**config.mk**
```make
export PLATFORM = sky130hd
export DESIGN_NAME = demux_1x3_stream
export DESIGN_NICKNAME = d
export VERILOG_FILES = /design/src/rtl/demux_1x3_stream.sv
export SDC_FILE = /design/constraint.sdc
export NUM_CORES = 1
export LEC_CHECK = 0
export CELL_PAD_IN_SITES_DETAIL_PLACEMENT = 1
export CELL_PAD_IN_SITES_GLOBAL_PLACEMENT = 2
export CORE_MARGIN = 2
export CORE_UTILIZATION = 27
export DETAILED_ROUTE_END_ITERATION = 7
export PLACE_DENSITY = 0.75
export SLEW_MARGIN = 5
export SYNTH_ARGS = -nofsm -noshare
export SYNTH_HDL_FRONTEND = slang
export SYNTH_SLANG_ARGS = --single-unit
export TNS_END_PERCENT = 100
```
**constraint.sdc**
```tcl
create_clock -name clk -period 1.64 [get_ports clk]
set_input_delay 0.164 -clock clk [delete_from_list [all_inputs] [get_ports clk]]
set_output_delay 0.164 -clock clk [all_outputs]
set_load 0.05 [all_outputs]
```
**src/rtl/demux_1x3_stream.sv**
```systemverilog
// One input stream fanned out to three one-entry registered output slots.
// s0 has priority and selects slot 1; otherwise s1 selects slot 2; otherwise slot 0.
module demux_1x3_stream #(
    parameter int unsigned DATA_W = 8,
    parameter int unsigned CNT_W  = 8
) (
    input  logic              clk,
    input  logic              rst_n,
    input  logic              in_valid,
    output logic              in_ready,
    input  logic [DATA_W-1:0] in_data,
    input  logic              s0,
    input  logic              s1,
    output logic              out0_valid,
    input  logic              out0_ready,
    output logic [DATA_W-1:0] out0_data,
    output logic              out1_valid,
    input  logic              out1_ready,
    output logic [DATA_W-1:0] out1_data,
    output logic              out2_valid,
    input  logic              out2_ready,
    output logic [DATA_W-1:0] out2_data,
    input  logic              clr_cnt,
    output logic [CNT_W-1:0]  cnt0,
    output logic [CNT_W-1:0]  cnt1,
    output logic [CNT_W-1:0]  cnt2
);

    localparam logic [CNT_W-1:0] CntMax = {CNT_W{1'b1}};

    logic [1:0]        sel;
    logic [2:0]        rdy;
    logic [2:0]        full_q;
    logic [2:0]        full_d;
    logic [2:0]        load;
    logic [2:0]        drain;
    logic              accept;
    logic [DATA_W-1:0] data_q [3];
    logic [CNT_W-1:0]  cnt_q  [3];
    logic [CNT_W-1:0]  cnt_d  [3];

    assign rdy = {out2_ready, out1_ready, out0_ready};

    always_comb begin
        sel = 2'd0;
        if (s0) begin
            sel = 2'd1;
        end else if (s1) begin
            sel = 2'd2;
        end
    end

    // A full slot can still accept when it drains in the same cycle.
    always_comb begin
        in_ready = 1'b1;
        case (sel)
            2'd0:    in_ready = !full_q[0] | rdy[0];
            2'd1:    in_ready = !full_q[1] | rdy[1];
            2'd2:    in_ready = !full_q[2] | rdy[2];
            default: in_ready = 1'b1;
        endcase
    end

    assign accept = in_valid & in_ready;

    always_comb begin
        load   = 3'b000;
        drain  = 3'b000;
        full_d = full_q;
        for (int k = 0; k < 3; k++) begin
            load[k]   = accept & (sel == 2'(k));
            drain[k]  = full_q[k] & rdy[k];
            full_d[k] = load[k] | (full_q[k] & !drain[k]);
            cnt_d[k]  = cnt_q[k];
            if (clr_cnt) begin
                cnt_d[k] = '0;
            end else if (load[k] && (cnt_q[k] != CntMax)) begin
                cnt_d[k] = cnt_q[k] + CNT_W'(1);
            end
        end
    end

    always_ff @(posedge clk or negedge rst_n) begin
        if (!rst_n) begin
            full_q <= 3'b000;
            for (int k = 0; k < 3; k++) begin
                data_q[k] <= '0;
                cnt_q[k]  <= '0;
            end
        end else begin
            full_q <= full_d;
            for (int k = 0; k < 3; k++) begin
                if (load[k]) begin
                    data_q[k] <= in_data;
                end
                cnt_q[k] <= cnt_d[k];
            end
        end
    end

    assign out0_valid = full_q[0];
    assign out1_valid = full_q[1];
    assign out2_valid = full_q[2];
    assign out0_data  = data_q[0];
    assign out1_data  = data_q[1];
    assign out2_data  = data_q[2];
    assign cnt0       = cnt_q[0];
    assign cnt1       = cnt_q[1];
    assign cnt2       = cnt_q[2];

endmodule

```
==> results of run 1 <==
final cells by class:
type | instances | area (um2)
fillers | 976 | 4910
flip-flops and latches | 51 | 1300
multi-input cells | 142 | 1150
repair buffers | 112 | 956
well taps | 108 | 135
clock buffers | 5 | 68.8
clock inverters | 3 | 67.6
inverters | 3 | 11.3
power by group through the flow:
stage	combinational, mW	sequential [mW]	clock, mW
finish	1.06	1.46	1.05
global placement	1.05	1.48	0
global route	1.11	1.48	1.13
detailed placement	1.06	1.49	0
CTS	1.07	1.46	1.08
floorplan	0.183	1.95	0
cells in the final DEF, fill, tap and decap left out, types with 7 or more instances in the layout:
| master | count |
|---|---|
| or3_1 | 7 |
| buf_4 | 87 |
| dlymetal6s2s_1 | 7 |
| o21ai_0 | 7 |
| nor2_1 | 10 |
| a21oi_1 | 10 |
| clkdlybuf4s50_1 | 12 |
| nand2_1 | 11 |
| nand3_1 | 8 |
| dfrtp_2 | 16 |
| mux2_2 | 27 |
| dfrtp_1 | 35 |
metrics by stage:
stage	cell area, um2	setup TNS, ns	setup slack (ns)
6_report	3680	-0.0231	-0.0162
5_1_grt	3680	-0.689	-0.125
4_1_cts	3590	-0.0274	-0.0274
3_5_place_dp	3410	-6.41	-0.361
3_3_place_gp	3410	-5.13	-0.289
2_1_floorplan	2420	-0.294	-0.119
cell families (layout without fill, tap and decap cells):
logic type      after synthesis  count (layout)  synth area share [%]
buf+inv                      10             123                  1.76
fa+ha+maj                     3               3                  1.60
compound gates               31              31                  7.82
simple gates                 73              73                  18.1
xor+xnor                      2               2                 0.745
mux                          33              33                  15.7
flops                        51              51                  54.3
sequential cells by signal, summed over array words and instances (netlist names):
name       flops
cnt0           8
cnt1           8
cnt2           8
out0_data      8
out1_data      8
out2_data      8
full_q         3
critical path, cell delays in order (launching register included):
cell      delay [ns]
dfrtp_2         0.44
ha_4            0.17
nand3_2         0.06
o211ai_1        0.20
or4_1           0.59
a21oi_2         0.13
worst max path at each step:
stage / from / end / slack [ns] / depth (start not counted)
after floorplan: cnt1[3] / cnt1[5] / -0.12 / 4
after detailed placement: s0 / cnt2[7] / -0.36 / 5
final: cnt2[1] / cnt2[7] / -0.02 / 5
after global placement: s0 / cnt2[7] / -0.29 / 5
after CTS: cnt2[0] / cnt2[7] / -0.03 / 5
after global routing: cnt2[1] / cnt2[1] / -0.13 / 6
routing by layer:
| metal | track usage [%] | share of wire (%) |
|---|---|---|
| met1 | 18.1 | 44 |
| met2 | 24.9 | 51 |
| met3 | 3.38 | 3.9 |
| met4 | 2.56 | 0.45 |
| met5 | 0 | 0 |
what timing repair did:
item,CTS,global route
endpoints found under the hold margin,51,0
setup buffers,2,4
pin swaps,2,12
hold buffers,1,0
resized for setup,3,17
endpoints found under the setup margin,8,16
==> impl_results.md, run 1 <==
- Grt ovf: 0
- Root Driver: clkbuf_8
- Worst setup SP type: flop
- Part of the power in registers: 41.0%
- Reg2reg end: cnt2[7]
- Sink Count: 51
- Final Max Slew Viols: 0
- Crit-path max FO: 6
- Vias per Instance: 4.77
- Hold Crit Depth: 4
- Placed Cells: 409
- Int Pwr: 2.38 mW
- Max cap viols: 0
- R2r worst-path depth: 5
- CTS buffer count: 5
- Setup violations, final: 2
- Via Count: 2021
- Routed Antenna Nets: 0
- Clk pwr share: 29.3%
- DIE AREA: 9470 um2
- Hold slack: 0.308 ns
- Worst slew pin tran: 0.504 ns
- Final nets: 335
- Worst VDD drop: 0.572 mV
- Worst R2R Start: cnt2[1]
- Worst Path Required: 1.88 ns
- First-pass GRT wire length: 11000 um
- Switching Share: 33.4%
- Floorplan Core Area: 8590 um2
- Setup crit end kind: flop
- Seq cells post-synth: 51
- CTS max path bufs: 2
- Min-delay src: in_valid
- Top-count cell post-synth: dfrtp_1
- P_leak: 1.68 nW
- Avg WL per Cell: 15.6 um
- Die height: 97.3 um
- Critical path class: flop to flop
- Remaining DRCs: 0
- Synthesized area per cell: 11.6 um2
- Initial antenna violation count: 0
- Worst Path Arrival: 1.89 ns
- Failing checks: negative setup slack
- Synth cell types: 38
- CTS tree: done
- Cell Pwr Density: 967 nW/um2
- Mapped Area: 2350 um2
- Antenna cells: 0
- Outcome: complete, but fails checks
- Placer congestion estimate: 0.770
- Worst-skew pair later-pin latency: 0.30 ns
- Cell count after synthesis: 203
- P_sw: 1.19 mW
- Clock slew at reported path FFs: 0.10 ns
- Die width: 97.3 um
- R2R Setup Slk: -0.02 ns
- Mapped Nets: 223
- Htree depth: 2
- Peak Freq: 604 MHz
- 1st-iter DRT viols: 20
- Final core area utilization: 42.9%
- Tmin final: 1.66 ns
- Slew HR: 66.4%
- Worst Slack Setup Final: -0.0162 ns
- Ranking of synthesized cells by area: dfrtp_1 54%, mux2_2 13%, a21oi_1 2.8%
- Core Rows: 34
- Share of post-route cells with drive strength above 1: 52.2%
- Synth Flop Type: dfrtp_1
- Vias in the first global route: 2151
- Worst hold-check path type: input port to flop
- Final HPWL DP: 4730 um
- Logic pwr share: 29.7%
- Non-Filler Instances: 424
- Total GRT Usage: 14.2%
- Fin crit share: 101%
- RSZ-0062 raised after global routing: yes
- Post-synthesis sequential area ratio: 54.3%
- Synth area leader: dfrtp_1
- Number of synthesized flops with an enable pin: 0
- Final Power: 3.56 mW
- Final hold vios: 0
- Initial Util: 27.4%
- Detailed Routing Iterations Pass 1: 4
- I/O Buffers: 68
- Setup Skew: 0.00708 ns
- Io pins: 69
- Commonest cells in the synthesized netlist: 51 x dfrtp_1, 27 x mux2_2, 13 x a21oi_1, 12 x nand2_1
- Ys async rst share: 100%
- Top-area cell type share of the netlist area: 54.3%
- Layout area overhead: 56.7%
- Total wire length: 6610 um
- Worst Hold End: full_q[1]
- Yosys warnings: 0
- Pin count of the biggest net entering global routing: 52
No activity file was read; power rests on OpenSTA's default activity.
==> run 2, diff against run 1 <==
clock period = 1.5 ns   (was 1.64 ns; I/O delays follow)
==> impl_results.md, run 2 (same netlist as run 1, synthesis figures left out) <==
- Clock slew at reported path FFs: 0.11 ns
- DIE AREA: 9470 um2
- Root Driver: clkbuf_8
- Worst Path Required: 1.70 ns
- Outcome: complete, but fails checks
- Worst slew pin tran: 0.292 ns
- Total wire length: 6690 um
- RSZ-0062 raised after global routing: yes
- Reg2reg end: cnt1[5]
- Met3 usage: 3.24%
- Worst-skew pair later-pin latency: 0.31 ns
- Final Power: 3.66 mW
- Worst R2R Start: cnt1[1]
- Sink Count: 51
- CTS tree: done
- Antenna cells: 0
- Core Rows: 34
- Initial Util: 27.4%
- R2R Setup Slk: -0.11 ns
- Final nets: 340
- Vias in the first global route: 2154
- First-pass GRT wire length: 11000 um
- Worst Slack Setup Final: -0.113 ns
- Setup Skew: 0.00801 ns
- Setup crit end kind: flop
- Routed Antenna Nets: 0
- Die width: 97.3 um
- Vias per Instance: 4.74
- Final core area utilization: 44.1%
- Htree depth: 2
- Placer congestion estimate: 0.833
- Final Max Slew Viols: 0
- Total GRT Usage: 14.4%
- Met1 usage: 19.2%
- Most frequent cells in the layout: 88 x buf_4, 28 x dfrtp_1, 25 x mux2_2, 23 x dfrtp_2
- Busiest layer in global routing: met2
- Crit-path max FO: 3
- M2 GR Usage: 24.0%
- Worst Path Arrival: 1.82 ns
- Max cap viols: 0
- Grt ovf: 0
- Avg WL per Cell: 15.6 um
- Cell Pwr Density: 965 nW/um2
- Io pins: 69
- Commonest non-fill, non-tap cell in the layout: buf_4
- 1st-iter DRT viols: 56
- Final hold vios: 0
- Pin count of the biggest net entering global routing: 52
- Floorplan Core Area: 8590 um2
- Via Count: 2034
- Fin crit share: 108%
- Failing checks: negative setup slack
- Initial antenna violation count: 0
- Fillers: 965
- Final HPWL DP: 4770 um
- Detailed Routing Iterations Pass 1: 4
- Peak Freq: 620 MHz
- Worst VDD drop: 0.647 mV
- Share of post-route cells with drive strength above 1: 59.2%
- Die height: 97.3 um
- Layout area overhead: 61.2%
- Worst hold-check path type: input port to async pin
- CTS max path bufs: 2
- Post-route cell area: 3790 um2
- Remaining DRCs: 0
- Setup violations, final: 6
- Worst setup SP type: flop
- I/O Buffers: 68
- TNS Setup: -0.343 ns
- CTS buffer count: 5
- Slew HR: 80.3%
- Tmin final: 1.61 ns
- Critical path class: flop to flop
- Placed cell area: 3490 um2
- R2r worst-path depth: 4
- P_leak: 1.65 nW
[run 2: worst max-delay path, cell delays in order (launching register included)]
cell	delay, ns
dfrtp_2	0.45
ha_4	0.17
and3_4	0.18
or4_4	0.41
mux2_4	0.31
[run 2: layer usage]
metal	part of all wire (%)	wire length (um)	vias to the layer above
met4	0.46	31	0
met2	52	3450	40
met5	0	0	-
met1	44	2950	1015
li1	-	-	977
met3	3.8	256	2
[run 2: area by class of cell]
type	count	area [um2]	share of cell area, %
Clock inverter	3	26.3	0.693
Clock buffer	5	68.8	1.82
Inverter	3	11.3	0.297
Timing Repair Buffer	117	1020	27.0
Multi-Input combinational cell	142	1220	32.2
Tap cell	108	135	3.57
Sequential cell	51	1310	34.4
[run 2: how the worst max path moves through the flow]
stage	start	endpoint	slack, ns	cells after the start
2_1_floorplan	full_q[1]	cnt1[5]	-0.25	4
3_3_place_gp	in_valid	cnt0[7]	-0.33	6
3_5_place_dp	in_valid	cnt0[7]	-0.38	6
4_1_cts	cnt1[3]	cnt1[4]	-0.11	5
5_1_grt	cnt1[3]	cnt1[4]	-0.16	5
6_report	cnt1[1]	cnt1[5]	-0.11	4
[run 2: stage by stage]
step                std cells  hold slack, ns  setup WS, ns
floorplan                 203          -0.146        -0.248
global placement          412           0.170        -0.328
detailed placement        412           0.175        -0.382
CTS                       423           0.372        -0.111
global route              429           0.394        -0.157
finish                    429           0.354        -0.113
[run 2: repair_timing]
item,in CTS,in global routing
setup endpoints to repair,10,15
gates resized for setup,14,17
endpoints found under the hold margin,51,0
hold buffers,1,0
cloned,0,0
pin swaps,4,9
setup buffers,2,7
[run 2: report_power, final]
part,leakage (nW),switching (mW),internal [mW],total (mW)
clock,0.0491,0.521,0.345,0.866
sequential,0.619,0.0868,1.52,1.61
combinational,0.984,0.758,0.428,1.19
total,1.65,1.37,2.29,3.66
==> run 3, diff against run 2 <==
CORE_MARGIN = not set   (was 2)
GPL_TIMING_DRIVEN = 1   (was not set)
==> impl_results.md, run 3 (same netlist as run 1, synthesis figures left out) <==
- Outcome: complete, but fails checks
- Failing checks: negative setup slack
- Sink Count: 51
- Antenna cells: 0
- Worst setup SP type: flop
- Critical path class: flop to flop
- Grt ovf: 0
- Share of post-route cells with drive strength above 1: 59.8%
- DIE AREA: 9080 um2
- R2R Setup Slk: -0.12 ns
- Pin count of the biggest net entering global routing: 52
- Htree depth: 2
- Die width: 95.3 um
- Peak Freq: 616 MHz
- Final hold vios: 0
- Layout area overhead: 62.3%
- Worst Path Required: 1.73 ns
- Initial antenna violation count: 0
- CTS max path bufs: 2
- CTS buffer count: 5
- Fin crit share: 108%
- Placer congestion estimate: 0.750
- Int Pwr: 2.29 mW
- Crit-path max FO: 4
- First-pass GRT wire length: 11100 um
- Tmin final: 1.62 ns
- Setup violations, final: 8
- I/O Buffers: 68
- Routed Antenna Nets: 0
- Worst Path Arrival: 1.86 ns
- Part of the power in registers: 44.1%
- Setup crit end kind: flop
- Delay-heaviest family, CP: simple AND/OR/NAND/NOR gates
- Vias per Instance: 4.86
- Final Max Slew Viols: 0
- CP startpoint: cnt2[1]
- Total wire length: 6820 um
- Most frequent cells in the layout: 93 x buf_4, 28 x dfrtp_1, 25 x mux2_2, 23 x dfrtp_2, 12 x clkdlybuf4s50_1
- Detailed Routing Iterations Pass 1: 4
- R2r worst-path depth: 6
- Total GRT Usage: 15.9%
- Cell Pwr Density: 954 nW/um2
- Vias in the first global route: 2276
- Worst Slack Setup Final: -0.124 ns
- Worst hold-check path type: input port to async pin
- Final nets: 342
- Slowest cell on crit path: dfrtp_2
- CP peak stage delay: 0.44 ns
- Setup Skew: 0.0121 ns
- Hold slack: 0.345 ns
- Worst-skew pair later-pin latency: 0.31 ns
- Worst R2R Start: cnt2[1]
- Buffers and inverters on the worst path: 1
- Commonest non-fill, non-tap cell in the layout: buf_4
- P_leak: 1.67 nW
- Fillers: 899
- Core Rows: 33
- Slew HR: 74.1%
- Initial Util: 28.2%
- CTS tree: done
- Clock slew at reported path FFs: 0.10 ns
- 1st-iter DRT viols: 26
- Via Count: 2079
- Reg2reg end: cnt2[7]
- Final HPWL DP: 4810 um
- Remaining DRCs: 0
- Switching Share: 37.0%
- Root Driver: clkbuf_8
- Worst VDD drop: 0.585 mV
- Avg WL per Cell: 15.9 um
- Io pins: 69
- RSZ-0062 raised after global routing: yes
- Logic pwr share: 32.6%
- Floorplan Core Area: 8340 um2
- TNS Setup: -0.397 ns
- Die height: 95.3 um
- Multi-input gate area: 1240 um2
- Worst slew pin tran: 0.389 ns
- P_sw: 1.35 mW
- CP cell instances: ha_4, nand3_2, o211ai_1, buf_4, or4_4, a21oi_2
- Max cap viols: 0
- Clk pwr share: 23.4%
- Reg area: 1310 um2
[run 3: worst max path at each step]
stage	endpoint	slack, ns	cells past startpoint
6_report	cnt2[7]	-0.12	6
5_1_grt	cnt2[7]	-0.20	6
4_1_cts	cnt2[7]	-0.13	6
3_5_place_dp	cnt2[5]	-0.43	5
3_3_place_gp	cnt2[7]	-0.35	5
2_1_floorplan	cnt1[5]	-0.25	4
[run 3: layout make-up]
cell class	instances	area share [%]
Multi-Input combinational cell	142	32.6
Sequential cell	51	34.2
Inverter	3	0.295
Timing Repair Buffer	119	27.0
Clock buffer	5	1.80
Tap cell	105	3.44
Clock inverter	3	0.689
[run 3: per-stage QoR]
step	power, mW	instances	cell area (um2)	setup WS (ns)	utilization [%]
final	3.64	428	3820	-0.124	45.8
after global routing	3.80	428	3820	-0.200	45.8
after CTS	3.69	426	3750	-0.129	44.9
after detailed placement	2.80	412	3510	-0.426	42.1
after global placement	2.78	412	3510	-0.353	42.1
after floorplan	2.34	203	2460	-0.248	-
[run 3: power by group through the flow]
stage	Combinational, mW	Sequential [mW]	Clock [mW]
floorplan	0.202	2.14	0
global placement	1.16	1.62	0
detailed placement	1.17	1.63	0
CTS	1.20	1.61	0.891
global route	1.25	1.62	0.925
finish	1.18	1.60	0.850
[run 3: routing by layer]
layer / share of wire (%) / track usage [%] / vias to the layer above
met1: 43 / 19.0 / 1045
met2: 51 / 28.7 / 41
met4: 0.76 / 3.91 / 0
met5: 0 / 0 / -
met3: 4.6 / 3.51 / 5
li1: - / - / 988
[run 3: what timing repair did]
action	4_1_cts	5_1_grt
endpoints found under the hold margin	51	0
resized for setup	22	11
setup endpoints to repair	15	37
hold buffers	1	0
pin swaps	9	17
buffers inserted	7	3
[run 3: tightest hold or removal path: stages]
cell,delay [ns]
dlygate4sd3_1,0.52
buf_2,0.12
buf_12,0.26
==> RTL change: new RTL, config.mk and constraints of run 3 <==
Make the reset (`rst_n`) synchronous in one clocked block.
--- a/src/rtl/demux_1x3_stream.sv
+++ b/src/rtl/demux_1x3_stream.sv
@@ -80,7 +80,7 @@
         end
     end
 
-    always_ff @(posedge clk or negedge rst_n) begin
+    always_ff @(posedge clk) begin
         if (!rst_n) begin
             full_q <= 3'b000;
             for (int k = 0; k < 3; k++) begin
Check against the original RTL: differs if rst_n is asserted again (counterexample within 4 cycles, from zero or initial values and one cycle with rst_n low); with rst_n held inactive, the same outputs for 10 cycles.
==> RTL change against run 3 <==
Highest routed layer unchanged. Via count fell by 9.9%. Sequential cell count did not move. Cell area fell by 8.3%. First-iteration DRC count rose by 58%. Sequential share of layout area rose by 3.5 points. The flow still finishes with violations (negative setup slack). Critical endpoint is now cnt_q[0][13]. Clock skew fell by 0.0037 ns. Worst hold slack improved by 0.15 ns. Worst setup slack improved by 0.11 ns. Synthesized area fell by 7.8%. Routed wire length fell by 13%.
Power is not compared: it rests on default switching activity, and its combinational part moved more than twofold at a synthesized area within 25%.
==> RTL change: results (changes against run 3) <==
<table>
<tr><th>Metric</th><th>Value</th></tr>
<tr><th colspan="2">Critical path</th></tr>
<tr><td>Arrival time at the worst endpoint</td><td>1.75 ns (-0.11 ns)</td></tr>
<tr><td>Slowest stage cell, crit path</td><td>sky130_fd_sc_hd__a2111o_1</td></tr>
<tr><td>Longest individual stage delay on the worst path</td><td>0.46 ns (+0.02 ns)</td></tr>
<tr><td>Reg2Reg Depth</td><td>4 (-2)</td></tr>
<tr><td>Reg2Reg Capture Point</td><td>cnt_q[0][13]</td></tr>
<tr><td>Maximum net fanout on the critical path</td><td>5 (+1)</td></tr>
<tr><td>Origin of the critical flop-to-flop path</td><td>cnt_q[0][15]</td></tr>
<tr><th colspan="2">Global routing</th></tr>
<tr><td>Via count of the first global-routing pass</td><td>1944 (-15%)</td></tr>
<tr><td>Total GRT Usage</td><td>14.77% (-1.1 points)</td></tr>
<tr><td>First-pass GRT wire length</td><td>9763 um (-12%)</td></tr>
<tr><td>Pin count of the biggest net entering global routing</td><td>19 (-63%)</td></tr>
<tr><th colspan="2">Run status</th></tr>
<tr><td>Violations in the final reports</td><td>negative setup slack</td></tr>
<tr><td>Status</td><td>finished, violations left</td></tr>
<tr><th colspan="2">Timing</th></tr>
<tr><td>Layout Skew</td><td>0.008420 ns (-0.003671 ns)</td></tr>
<tr><td>Post-route worst setup slack</td><td>-0.01703 ns (+0.1070 ns)</td></tr>
<tr><td>Headroom to the max-slew limit</td><td>72.71% (-1.4 points)</td></tr>
<tr><td>Final setup violation count</td><td>1 (-7)</td></tr>
<tr><td>Minimum hold slack</td><td>0.4972 ns (+0.1522 ns)</td></tr>
<tr><th colspan="2">Route</th></tr>
<tr><td>Vias per inst</td><td>4.636 (-4.6%)</td></tr>
<tr><td>Total length of routed wires</td><td>5956 um (-13%)</td></tr>
<tr><td>Initial drt markers</td><td>41 (+58%)</td></tr>
<tr><th colspan="2">Synthesis</th></tr>
<tr><td>Netlist cell types</td><td>43 (+13%)</td></tr>
<tr><td>Multiplexer fraction of the synthesized cell area</td><td>1.385% (-14 points)</td></tr>
<tr><td>Sequential cell area fraction in the yosys report</td><td>58.17% (+3.9 points)</td></tr>
<tr><td>Top cells by area, synth</td><td>sky130_fd_sc_hd__edfxtp_1 (33%), sky130_fd_sc_hd__dfxtp_1 (25%), sky130_fd_sc_hd__a21oi_1 (2.8%)</td></tr>
<tr><td>Synth Flop Type</td><td>sky130_fd_sc_hd__dfxtp_1</td></tr>
<tr><td>Synthesized-area fraction occupied by adder cells</td><td>1.731% (+0.13 points)</td></tr>
<tr><td>Number of flops mapped to enable cells by yosys</td><td>24 (+24)</td></tr>
<tr><td>Share of synthesized flip-flops with an asynchronous set or reset</td><td>0% (-100 points)</td></tr>
<tr><th colspan="2">Cells and area</th></tr>
<tr><td>Multi-input gate area</td><td>1012 sq um (-19%)</td></tr>
<tr><td>Filler Cell Count</td><td>863 (-4.0%)</td></tr>
<tr><td>Share of cells above drive strength 1</td><td>50.99% (-8.8 points)</td></tr>
<tr><th colspan="2">Placement</th></tr>
<tr><td>DP Wirelength</td><td>4513 um (-6.1%)</td></tr>
</table>
## RTL change: cell count changes after synthesis, moves of 5 or more
| cell | change |
|---|---|
| sky130_fd_sc_hd__dfrtp_1 | -51 |
| sky130_fd_sc_hd__inv_1 | +5 |
| sky130_fd_sc_hd__and2_1 | +7 |
| sky130_fd_sc_hd__dfxtp_1 | +27 |
| sky130_fd_sc_hd__edfxtp_1 | +24 |
| sky130_fd_sc_hd__mux2_2 | -27 |
## RTL change: cell families (layout without fill, tap and decap cells)
| kind of cell | after synthesis | count (layout) |
|---|---|---|
| adders and majority gates | 3 | 3 |
| buffers and inverters | 13 | 121 |
| DFF | 51 | 51 |
| and+or+nand+nor | 77 | 77 |
| AOI/OAI and AO/OA | 44 | 44 |
| muxes | 3 | 3 |
| xor gates and xnor gates | 3 | 3 |
## RTL change: what timing repair did
action	in CTS	in global routing
pin swaps	5	4
buffers inserted	2	2
setup endpoints to repair	48	38
gates resized for setup	10	14
## RTL change: layout make-up
class,count,area share [%]
Clock buffer,5,1.966
Clock inverter,3,1.322
Inverter,8,0.8578
Multi-Input combinational cell,130,28.91
Sequential cell,51,37.74
Tap cell,102,3.645
Timing Repair Buffer,105,25.55
## RTL change: metrics by stage
step | instance area, sq um | worst slack [ns] | power, mW | TNS [ns]
after floorplan | 2283 | -0.09965 | 1.813 | -0.1166
after global placement | 3244 | -0.3366 | 2.028 | -17.83
after detailed placement | 3244 | -0.3704 | 2.034 | -20.42
after CTS | 3405 | -0.02017 | 3.026 | -0.02965
after global routing | 3501 | -0.07566 | 3.099 | -0.2131
final | 3501 | -0.01703 | 2.986 | -0.01703
## RTL change: layer usage
metal | share of wire, % | track usage [%] | wire length [um] | up-vias
li1 | - | - | - | 945
met1 | 47 | 18.99 | 2795 | 872
met2 | 47 | 25.00 | 2808 | 52
met3 | 5.1 | 3.234 | 306 | 4
met4 | 0.77 | 3.968 | 46 | 0
met5 | 0 | 0 | 0 | -
## RTL change: power breakdown
group	switching, mW	total, mW	internal (mW)	leakage, nW
clock network	0.470	0.973	0.503	0.0548
registers	0.0211	1.52	1.49	0.485
logic	0.311	0.496	0.185	0.805
## RTL change: critical path: cells and delay by family (launching register included)
kind / cells / cell delay [ns]
AND/OR/NAND/NOR: 2 / 0.52
AO/OA/AOI/OAI: 2 / 0.59
flip-flops: 1 / 0.35
